**src/rtl/pos_ring_inject_arbiter.sv**
```systemverilog
// Injection-port arbiter for the position input ring node: fixed-priority local stream,
// starvation-bounded remote stream, and a per-iteration FSM that reports drain completion.
module pos_ring_inject_arbiter #(
    parameter int PKT_W        = 80,
    parameter int GCID_W       = 9,
    parameter int LIFE_W       = 5,
    parameter int STARVE_LIMIT = 4,
    parameter int CNT_W        = 16
) (
    input  logic              clk,
    input  logic              rst,
    input  logic              i_iter_start,
    input  logic              i_local_done,
    input  logic              i_remote_last,
    input  logic              i_local_valid,
    input  logic [PKT_W-1:0]  i_local_pkt,
    input  logic [GCID_W-1:0] i_local_gcid,
    input  logic [LIFE_W-1:0] i_local_life,
    output logic              o_local_ready,
    input  logic              i_remote_valid,
    input  logic [PKT_W-1:0]  i_remote_pkt,
    input  logic [GCID_W-1:0] i_remote_gcid,
    input  logic [LIFE_W-1:0] i_remote_life,
    output logic              o_remote_ready,
    input  logic              i_ring_stall,
    output logic              o_ring_valid,
    output logic [PKT_W-1:0]  o_ring_pkt,
    output logic [GCID_W-1:0] o_ring_gcid,
    output logic [LIFE_W-1:0] o_ring_life,
    output logic              o_ring_src,
    output logic [CNT_W-1:0]  o_local_cnt,
    output logic [CNT_W-1:0]  o_remote_cnt,
    output logic              o_iter_done
);

    typedef enum logic [1:0] {
        IDLE  = 2'd0,
        RUN   = 2'd1,
        DRAIN = 2'd2,
        DONE  = 2'd3
    } state_t;

    localparam logic [3:0] LIMIT_C = 4'(STARVE_LIMIT);

    state_t     state_r;
    state_t     state_s;
    logic       latch_r;
    logic       latch_s;
    logic [3:0] wait_r;
    logic       can_load_s;
    logic       grant_local_s;
    logic       grant_remote_s;

    // Grant selection: a starved remote beats local, otherwise local has priority.
    always_comb begin
        can_load_s     = ~o_ring_valid | ~i_ring_stall;
        grant_local_s  = 1'b0;
        grant_remote_s = 1'b0;
        if (((state_r == RUN) || (state_r == DRAIN)) && can_load_s) begin
            if ((wait_r == LIMIT_C) && i_remote_valid) begin
                grant_remote_s = 1'b1;
            end else if (i_local_valid) begin
                grant_local_s = 1'b1;
            end else if (i_remote_valid) begin
                grant_remote_s = 1'b1;
            end else begin
                grant_local_s  = 1'b0;
                grant_remote_s = 1'b0;
            end
        end else begin
            grant_local_s  = 1'b0;
            grant_remote_s = 1'b0;
        end
    end

    assign o_local_ready  = grant_local_s;
    assign o_remote_ready = grant_remote_s;

    // Iteration FSM next-state and remote_last latch.
    always_comb begin
        state_s = state_r;
        latch_s = latch_r;
        case (state_r)
            IDLE: begin
                if (i_iter_start) begin
                    state_s = RUN;
                    latch_s = 1'b0;
                end else begin
                    state_s = IDLE;
                end
            end
            RUN: begin
                if (i_remote_last) begin
                    latch_s = 1'b1;
                end else begin
                    latch_s = latch_r;
                end
                if (latch_r && i_local_done) begin
                    state_s = DRAIN;
                end else begin
                    state_s = RUN;
                end
            end
            DRAIN: begin
                if (~i_local_valid & ~i_remote_valid & ~o_ring_valid) begin
                    state_s = DONE;
                end else begin
                    state_s = DRAIN;
                end
            end
            DONE:    state_s = IDLE;
            default: state_s = IDLE;
        endcase
    end

    // FSM state, latch and completion pulse.
    always_ff @(posedge clk) begin
        if (!rst) begin
            state_r     <= IDLE;
            latch_r     <= 1'b0;
            o_iter_done <= 1'b0;
        end else begin
            state_r     <= state_s;
            latch_r     <= latch_s;
            o_iter_done <= (state_r == DONE);
        end
    end

    // Output register: loads on grant, empties when consumed, holds while stalled.
    always_ff @(posedge clk) begin
        if (!rst) begin
            o_ring_valid <= 1'b0;
            o_ring_pkt   <= '0;
            o_ring_gcid  <= '0;
            o_ring_life  <= '0;
            o_ring_src   <= 1'b0;
        end else if (grant_local_s) begin
            o_ring_valid <= 1'b1;
            o_ring_pkt   <= i_local_pkt;
            o_ring_gcid  <= i_local_gcid;
            o_ring_life  <= i_local_life;
            o_ring_src   <= 1'b0;
        end else if (grant_remote_s) begin
            o_ring_valid <= 1'b1;
            o_ring_pkt   <= i_remote_pkt;
            o_ring_gcid  <= i_remote_gcid;
            o_ring_life  <= i_remote_life;
            o_ring_src   <= 1'b1;
        end else if (o_ring_valid && !i_ring_stall) begin
            o_ring_valid <= 1'b0;
        end else begin
            o_ring_valid <= o_ring_valid;
        end
    end

    // Starvation counter and per-iteration injection counters.
    always_ff @(posedge clk) begin
        if (!rst) begin
            wait_r       <= 4'd0;
            o_local_cnt  <= '0;
            o_remote_cnt <= '0;
        end else begin
            if (i_remote_valid && !grant_remote_s) begin
                wait_r <= (wait_r == LIMIT_C) ? wait_r : wait_r + 4'd1;
            end else begin
                wait_r <= 4'd0;
            end
            if ((state_r == IDLE) && i_iter_start) begin
                o_local_cnt  <= '0;
                o_remote_cnt <= '0;
            end else begin
                if (grant_local_s) begin
                    o_local_cnt <= o_local_cnt + CNT_W'(1);
                end else begin
                    o_local_cnt <= o_local_cnt;
                end
                if (grant_remote_s) begin
                    o_remote_cnt <= o_remote_cnt + CNT_W'(1);
                end else begin
                    o_remote_cnt <= o_remote_cnt;
                end
            end
        end
    end

endmodule

```
**config.mk**
```make
export PLATFORM = sky130hd
export DESIGN_NAME = pos_ring_inject_arbiter
export DESIGN_NICKNAME = d
export VERILOG_FILES = /design/src/rtl/pos_ring_inject_arbiter.sv
export SDC_FILE = /design/constraint.sdc
export NUM_CORES = 1
export LEC_CHECK = 0
export ABC_AREA = 1
export BUFFER_PORTS_ARGS = -buffer_cell sky130_fd_sc_hd__buf_2
export CAP_MARGIN = 20
export CORE_MARGIN = 5
export CORE_UTILIZATION = 41
export DETAILED_ROUTE_END_ITERATION = 10
export PLACE_DENSITY_LB_ADDON = 0.25
export SKIP_LAST_GASP = 1
export SLEW_MARGIN = 0
export SYNTH_ARGS = -nofsm -noshare
export SYNTH_HDL_FRONTEND = slang
export SYNTH_SLANG_ARGS = --single-unit
```
**constraint.sdc**
```tcl
create_clock -name clk -period 1.7 [get_ports clk]
set_input_delay 0.085 -clock clk [delete_from_list [all_inputs] [get_ports clk]]
set_output_delay 0.085 -clock clk [all_outputs]
set_load 0.005 [all_outputs]
```
==> flow_summary.toml, run 1 <==
[timing]
timing.final.crit_period_ns = 1.77
worst_pin_slew_ns = 0.505
setup_ws_ns = -0.0692
max_freq_ghz = 0.565
rsz0062_at_grt = "yes"
hold_viol_final = 0
final.period_utilization_pct = 104
max_slew_margin_pct = 66.3
setup-tns-final_ns = -1.85
drv_slew = 0
setup_viol = 81
finClkSkew_ns = 0.0104

[clocking]
cts.clk_slew.worst_paths_ns = 0.06
htree_levels = 4
cts_root_buf = "clkbuf_16"
clkSinkCount = 136
cts_tree = "built"
clk_latency_ns = 0.42
cts_buffers = 17
cts.path.max_buffers = 2

[power]
power_leakage_nw = 5.44
ir_worst_vdd_v = 0.000727
power_density_nw_per_um2 = 1020

[yosys]
syn_area_um2 = 6640
ys.flop_type = "dfxtp_1"
synth-simple-area-share_pct = 22.7
synthAdderAreaFrac_pct = 1.70
ys_ff_latch = 136
yosysSeqAreaShare_pct = 41.0
syn_inst = 947
synth_edf_count = 0
ys_async_sr_fraction_pct = 0
synth_cell_types = 28
synthXorXnorAreaFrac_pct = 1.32
synth_top_family_by_area = "simple AND/OR/NAND/NOR gates"
avgSynthCellArea_um2 = 7.01
yosysWarnings = 0
synthMuxAreaShare_pct = 0
synth_compound_area_share_pct = 20.9
postSynthNetCount = 1152

[hold_path]
holdPathStages = 3
hp-class = "primary input to flip-flop"

[setup_path]
crit_fanout = 10
cp.required_ns = 1.98
start_kind = "flip-flop"
crit_type = "flip-flop to flip-flop"
endpoint_kind = "flip-flop"
crit_arrival_ns = 2.05
rr_worst_depth = 11

[layout]
final_cell_mix = "buf_2, nand2_1, dfxtp_1"
final_nets = 1608
area_delta_synth_final_pct = 68.2
instances_no_fill = 1633
drive_gt1_share_pct = 33.3
layout_commonest_cell = "buf_2"
final_area_um2 = 11200
final_util_pct = 70.3

[detailed_routing]
drc = 0
wl_per_cell_um = 16.6
firstDrtPassIters = 5
routed_wl_mm = 27.1
drt_iter0_markers = 470
via_per_inst = 5.02
vias = 8194
postRouteAntennaNets = 0

[die]
die_w_um = 137
rows = 46
initial_utilization_pct = 41.8
die_h_um = 137
core_um2 = 15900
dieArea_um2 = 18800
ios = 327

[grt]
grt_max_degree = 88
track_usage_pct = 24.2
grt_pass1_vias = 7372
overflow = 0
grt_pass1_wl_mm = 36.6
antenna_found_initial = 1

[placement]
placed_cell_area_um2 = 8620
dp_hpwl_mm = 16.0
post-place-cells = 1467
port-buffer-count = 326
place.gp.congestion = 0.870

[status]
violations = "negative setup slack"
status = "finished with violations"

[run]
drv_cap = 0
## logic make-up (layout without fill, tap and decap cells)
| family | after synthesis | count (layout) |
|---|---|---|
| and+or+nand+nor | 376 | 377 |
| DFF | 136 | 136 |
| adders and majority gates | 9 | 9 |
| xor gates and xnor gates | 10 | 10 |
| buffers and inverters | 188 | 656 |
| AOI/OAI and AO/OA | 228 | 228 |
| other | 0 | 1 |
## power by group
group,internal [mW],switching (mW),total [mW]
combinational,1.98,1.96,3.94
clock,2.27,1.42,3.69
sequential,3.56,0.194,3.76
total,7.81,3.57,11.4
## registers in the layout (all words and copies together), names as in the netlist, named ones only
name,cells
o_ring_pkt,80
o_local_cnt,16
o_remote_cnt,16
o_ring_gcid,9
o_ring_life,5
wait_r,4
latch_r,1
o_iter_done,1
o_ring_src,1
o_ring_valid,1
state_r,1
## worst max-delay path: stages (launching register included)
cell	delay [ns]
dfxtp_2	0.34
inv_2	0.05
ha_4	0.29
nand2_4	0.06
nor2_4	0.10
nand2_4	0.07
buf_6	0.14
nand2_8	0.15
clkinv_8	0.12
buf_16	0.17
nand2_1	0.07
a21oi_1	0.08
## worst paths after layout
kind / slack, ns / endpoint / start
max: -0.07 / o_ring_pkt[75] / flip-flop
min: 0.009 / o_ring_pkt[18] / i_local_pkt[18]
max reg2reg: -0.07 / o_ring_pkt[75] / flip-flop
min reg2reg: 0.46 / o_ring_pkt[40] / o_ring_pkt[40]
## routing by layer
metal / share of wire (%) / track usage (%) / vias to the layer above
met5: 0 / 0 / -
met4: 3.5 / 9.59 / 0
met3: 9.0 / 5.92 / 79
met2: 48 / 41.4 / 420
met1: 40 / 29.3 / 3687
li1: - / - / 4008
## through the flow
| step | total power [mW] | setup WS, ns | hold WS, ns |
|---|---|---|---|
| after floorplan | 5.31 | 0.00541 | 0.178 |
| after global routing | 11.9 | -0.149 | 0.0331 |
| after global placement | 6.39 | -0.0251 | 0.385 |
| after CTS | 10.7 | -0.0794 | 0.00173 |
| final | 11.4 | -0.0692 | 0.00919 |
| after detailed placement | 6.41 | -0.102 | 0.379 |
## synthesized netlist by cell type (6+ instances only)
cell type    n  share of area (%)
o211ai_1    95                 11
nor2_1      53                3.0
dfxtp_1    136                 41
nand4_1     11                1.0
o21ai_0      8               0.60
inv_1      126                7.1
nand3_1     22                1.7
buf_4       20                2.3
ha_1         9                1.7
nand2_1    278                 16
clkbuf_1    18                1.0
xnor2_1      6               0.79
a21oi_1    121                9.1
buf_2       17                1.3
## cell type report
| class | count | area (um2) |
|---|---|---|
| Inverter | 130 | 529 |
| Timing Repair inverter | 1 | 16.3 |
| Timing Repair Buffer | 493 | 3760 |
| Fill cell | 1262 | 4720 |
| Tap cell | 216 | 270 |
| Antenna cell | 1 | 2.50 |
| Clock inverter | 11 | 121 |
| Clock buffer | 21 | 470 |
| Sequential cell | 136 | 2730 |
| Multi-Input combinational cell | 624 | 3270 |
## repair_timing
action | 4_1_cts | 5_1_grt
hold buffers | 94 | 0
setup endpoints to repair | 99 | 116
endpoints found under the hold margin | 97 | 0
resized for setup | 39 | 58
buffers inserted | 14 | 4
pin swaps | 9 | 14
gates cloned | 4 | 22
No activity file was read; power rests on OpenSTA's default activity.
==> run 2: changes to the inputs <==
--- a/config.mk
+++ b/config.mk
@@ -6,11 +6,11 @@
 export NUM_CORES = 1
 export LEC_CHECK = 0
 export ABC_AREA = 1
-export BUFFER_PORTS_ARGS = -buffer_cell sky130_fd_sc_hd__buf_2
 export CAP_MARGIN = 20
 export CORE_MARGIN = 5
 export CORE_UTILIZATION = 41
 export DETAILED_ROUTE_END_ITERATION = 10
+export DONT_BUFFER_PORTS = 1
 export PLACE_DENSITY_LB_ADDON = 0.25
 export SKIP_LAST_GASP = 1
 export SLEW_MARGIN = 0
==> flow_summary.toml, run 2 (same netlist as run 1, synthesis figures left out) <==
[status]
status = "finished with violations"
violations = "negative setup slack"

[setup_path]
endpoint_kind = "flip-flop"
rr_worst_depth = 9
worst-r2r-setup-slack_ns = -0.08
r2r_end = "o_ring_life[4]"
path_buf_inv = 3
critPathMaxStageDelay_ns = 0.33
crit_chain = "inv_2 -> ha_4 -> nand3_4 -> inv_4 -> nand2_8 -> nand2_8 -> clkbuf_16 -> o211ai_1 -> a21oi_1"
r2r-start = "state_r[0]"
cp.required_ns = 2.02
cp_top_family = "simple AND/OR/NAND/NOR gates"
crit_top_cell = "nand2_8"
critical_path.slowest_cell = "dfxtp_2"
crit_fanout = 12
start_kind = "flip-flop"
crit_arrival_ns = 2.10
crit_type = "flip-flop to flip-flop"

[hold_path]
holdPathStages = 4
hold-path-endpoint = "o_remote_cnt[9]"
hp-class = "primary input to flip-flop"
hp-start = "i_iter_start"

[die]
initial_utilization_pct = 41.8
die_h_um = 137
core_um2 = 15900
ios = 327
dieArea_um2 = 18800
die_w_um = 137
rows = 46

[timing]
timing.final.crit_period_ns = 1.78
final.period_utilization_pct = 105
finClkSkew_ns = 0.0121
rsz0062_at_grt = "yes"
setup_viol = 48
max_freq_ghz = 0.561
worst_pin_slew_ns = 0.508
setup_ws_ns = -0.0827
hold_viol_final = 0
drv_slew = 0
max_slew_margin_pct = 66.1

[layout]
final_cell_mix = "nand2_1, dlygate4sd3_1, dfxtp_1"
area_delta_synth_final_pct = 59.2
layout_commonest_cell = "nand2_1"
top_register = "o_ring_pkt"
final_util_pct = 66.5
final_nets = 1392
largest_reg_flops = 80
reg_top3 = "o_ring_pkt (80), o_local_cnt (16), o_remote_cnt (16)"
drive_gt1_share_pct = 12.5

[placement]
place.gp.congestion = 0.809
port-buffer-count = 0
dp_hpwl_mm = 14.5
pre_cts_ws_ns = -0.0909

[grt]
antenna_found_initial = 0
track_usage_pct = 24.3
overflow = 0
grt_max_degree = 97
grt_pass1_vias = 7166
grt_pass1_wl_mm = 36.5

[detailed_routing]
drt_iter0_markers = 551
wl_per_cell_um = 19.9
routed_wl_mm = 28.3
drc = 0
vias = 7792
via_per_inst = 5.48
firstDrtPassIters = 8
postRouteAntennaNets = 0

[clocking]
cts_tree = "built"
cts_root_buf = "clkbuf_16"
htree_levels = 4
cts.clk_slew.worst_paths_ns = 0.06
cts.path.max_buffers = 2
cts_buffers = 17
clkSinkCount = 136
clk_latency_ns = 0.42

[power]
power_density_nw_per_um2 = 1070
ir_worst_vdd_v = 0.000675
power_leakage_nw = 4.41

[run]
drv_cap = 0
run 2: stage by stage:
stage          cell area, um2  hold WS, ns  power [mW]  cells  setup TNS [ns]
6_report                10600       0.0421        11.3   1422          -0.863
5_1_grt                 10600       0.0701        11.7   1416           -9.98
4_1_cts                  9890       0.0126        10.4   1393         -0.0920
3_5_place_dp             7160        0.190        6.00   1155           -3.33
3_3_place_gp             7160        0.186        5.98   1155           -3.66
2_1_floorplan            6650        0.178        5.31    947               0
run 2: layout make-up:
cell class	count	area (um2)
fill	1132	5310
inverter	130	510
clock inverter	9	139
multi-input combinational	623	3250
tap	216	270
antenna	6	15.0
timing repair buffer	279	3190
clock buffer	23	478
sequential	136	2730
run 2: worst max-delay path by stage:
stage | from | end | slack [ns] | cells after the start
3_5_place_dp | state_r[0] | o_local_cnt[9] | -0.09 | 11
5_1_grt | state_r[0] | o_ring_pkt[60] | -0.20 | 10
2_1_floorplan | state_r[0] | o_ring_gcid[8] | 0.005 | 10
4_1_cts | wait_r[0] | o_remote_ready | -0.03 | 9
6_report | state_r[0] | o_ring_life[4] | -0.08 | 9
3_3_place_gp | state_r[0] | o_local_cnt[9] | -0.07 | 11
run 2: worst register-to-register path: cells and delay by family, from the launching register on:
| family | cells | cell delay, ns |
|---|---|---|
| buf+inv | 3 | 0.36 |
| compound gates | 2 | 0.33 |
| simple gates | 3 | 0.38 |
| fa+ha+maj | 1 | 0.28 |
| flops | 1 | 0.33 |
run 2: layer usage:
metal,global-route usage [%],up-vias,wire [um]
met5,0,-,0
met4,12.9,0,1360
met3,8.07,123,3000
met2,40.3,521,13700
met1,27.7,3576,10300
li1,-,3572,-
run 2: what timing repair did:
| action | 4_1_cts | 5_1_grt |
|---|---|---|
| gates cloned | 0 | 20 |
| hold buffers | 197 | 1 |
| resized for setup | 23 | 41 |
| endpoints found under the setup margin | 112 | 127 |
| pin swaps | 9 | 18 |
| hold endpoints to repair | 104 | 1 |
| setup buffers | 9 | 3 |
run 2: where the power goes:
group	internal [mW]	switching, mW
Sequential	3.57	0.353
Clock	2.44	1.48
Combinational	1.71	1.73
Total	7.72	3.56
==> run 3: changes to the inputs <==
--- a/config.mk
+++ b/config.mk
@@ -7,6 +7,7 @@
 export LEC_CHECK = 0
 export ABC_AREA = 1
 export CAP_MARGIN = 20
+export CORE_ASPECT_RATIO = 0.7
 export CORE_MARGIN = 5
 export CORE_UTILIZATION = 41
 export DETAILED_ROUTE_END_ITERATION = 10
==> flow_summary.toml, run 3 (same netlist as run 1, synthesis figures left out) <==
[status]
status = "finished with violations"
violations = "negative setup slack"

[setup_path]
crit_arrival_ns = 2.09
crit_fanout = 8
worst-r2r-setup-slack_ns = -0.06
start_kind = "flip-flop"
endpoint_kind = "flip-flop"
r2r-start = "state_r[0]"
crit_type = "flip-flop to flip-flop"
crit_path_start = "state_r[0]"
cp.required_ns = 2.03

[detailed_routing]
postRouteAntennaNets = 0
drt_iter0_markers = 808
drc = 0
via_per_inst = 5.41
wl_per_cell_um = 18.9
firstDrtPassIters = 5
vias = 7488
routed_wl_mm = 26.1

[die]
dieArea_um2 = 18900
die_h_um = 116
rows = 38
core_um2 = 15700
die_w_um = 162
initial_utilization_pct = 42.3
ios = 327

[layout]
reg_top3 = "o_ring_pkt (80), o_local_cnt (16), o_remote_cnt (16)"
top_register = "o_ring_pkt"
area_delta_synth_final_pct = 52.7
drive_gt1_share_pct = 11.4
largest_reg_flops = 80
layout_commonest_cell = "nand2_1"
final_nets = 1373
fillers = 1225
instances_no_fill = 1384
final_cell_mix = "nand2_1, dlygate4sd3_1, dfxtp_1"

[power]
power_density_nw_per_um2 = 1040
ir_worst_vdd_v = 0.000600
power_leakage_nw = 4.20

[grt]
overflow = 0
grt_max_degree = 97
antenna_found_initial = 0
track_usage_pct = 25.4
grt_pass1_vias = 7360
grt_pass1_wl_mm = 38.3

[placement]
place.gp.congestion = 0.826
port-buffer-count = 0
dp_hpwl_mm = 14.3
post-place-cells = 1124
pre_cts_ws_ns = -0.105

[timing]
hold_viol_final = 0
worst_pin_slew_ns = 0.529
max_slew_margin_pct = 64.7
drv_slew = 0
setup_viol = 72
final.period_utilization_pct = 103
rsz0062_at_grt = "yes"
timing.final.crit_period_ns = 1.76
setup_ws_ns = -0.0554
max_freq_ghz = 0.570
finClkSkew_ns = 0.00898

[run]
drv_cap = 0

[clocking]
htree_levels = 4
cts_tree = "built"
cts.path.max_buffers = 2
cts_buffers = 17
clkSinkCount = 136
clk_latency_ns = 0.41
cts_root_buf = "clkbuf_16"
cts.clk_slew.worst_paths_ns = 0.06

[hold_path]
hp-class = "primary input to flip-flop"
hp-start = "i_remote_pkt[45]"
==> run 3: cell types whose count changed in the layout (fill, tap and decap cells not counted), sizes merged <==
cell / change
clkinv: +2
clkinvlp: +2
dlygate4sd3: -1
inv: -2
clkbuf: -15
bufinv: -2
buf: -6
==> run 3: final cells by class <==
cell class / instances / area [um2] / share of cell area (%)
diodes: 6 / 15.0 / 0.148
clock buffers: 20 / 457 / 4.50
repair buffers: 260 / 2870 / 28.3
clock inverters: 9 / 78.8 / 0.777
well taps: 200 / 250 / 2.47
flip-flops and latches: 136 / 2730 / 26.9
inverters: 130 / 507 / 5.00
multi-input cells: 623 / 3230 / 31.9
==> run 3: worst paths after layout <==
kind,end,cells past startpoint
worst max-delay path,o_ring_pkt[75],10
worst min register to register,latch_r,2
worst max register to register,o_ring_pkt[75],10
worst min-delay path,o_ring_pkt[45],4
==> run 3: layer usage <==
layer  global-route usage, %  vias up  wire length, um
met2                    41.8      474            12100
met4                    13.4        0              985
met5                       0        -                0
met3                    8.85       88             2710
li1                        -     3539                -
met1                    29.6     3387            10300
==> run 3: power breakdown <==
group | internal, mW | leakage (nW) | switching, mW
clock network | 2.05 | 0.263 | 1.37
logic | 1.56 | 2.83 | 1.64
registers | 3.57 | 1.11 | 0.358
total | 7.18 | 4.20 | 3.37
==> run 3: what timing repair did <==
| action | CTS | global route |
|---|---|---|
| pin swaps | 13 | 78 |
| hold buffers | 196 | 0 |
| buffers inserted | 15 | 3 |
| endpoints found under the hold margin | 104 | 0 |
| endpoints found under the setup margin | 100 | 117 |
| resized for setup | 41 | 28 |
| gates cloned | 7 | 7 |
==> run 3: per-stage QoR <==
step / setup TNS [ns] / cell area [um2] / hold WS (ns) / util (%) / power [mW]
final: -1.42 / 10100 / 0.0220 / 64.6 / 10.6
after CTS: -0.677 / 9870 / 0.00591 / 62.9 / 10.2
after global routing: -10.06 / 10100 / 0.0294 / 64.5 / 11.1
after floorplan: 0 / 6650 / 0.178 / - / 5.31
after detailed placement: -5.14 / 6920 / 0.195 / 44.1 / 5.83
after global placement: -2.01 / 6920 / 0.192 / 44.1 / 5.81
==> run 3: worst max-delay path: stages (launching register included) <==
cell	delay, ns
dfxtp_2	0.33
inv_2	0.05
ha_4	0.28
nand2_2	0.07
nor2_4	0.14
nand2_4	0.11
nand2_8	0.13
buf_12	0.15
buf_16	0.14
o211ai_1	0.11
a21oi_1	0.19
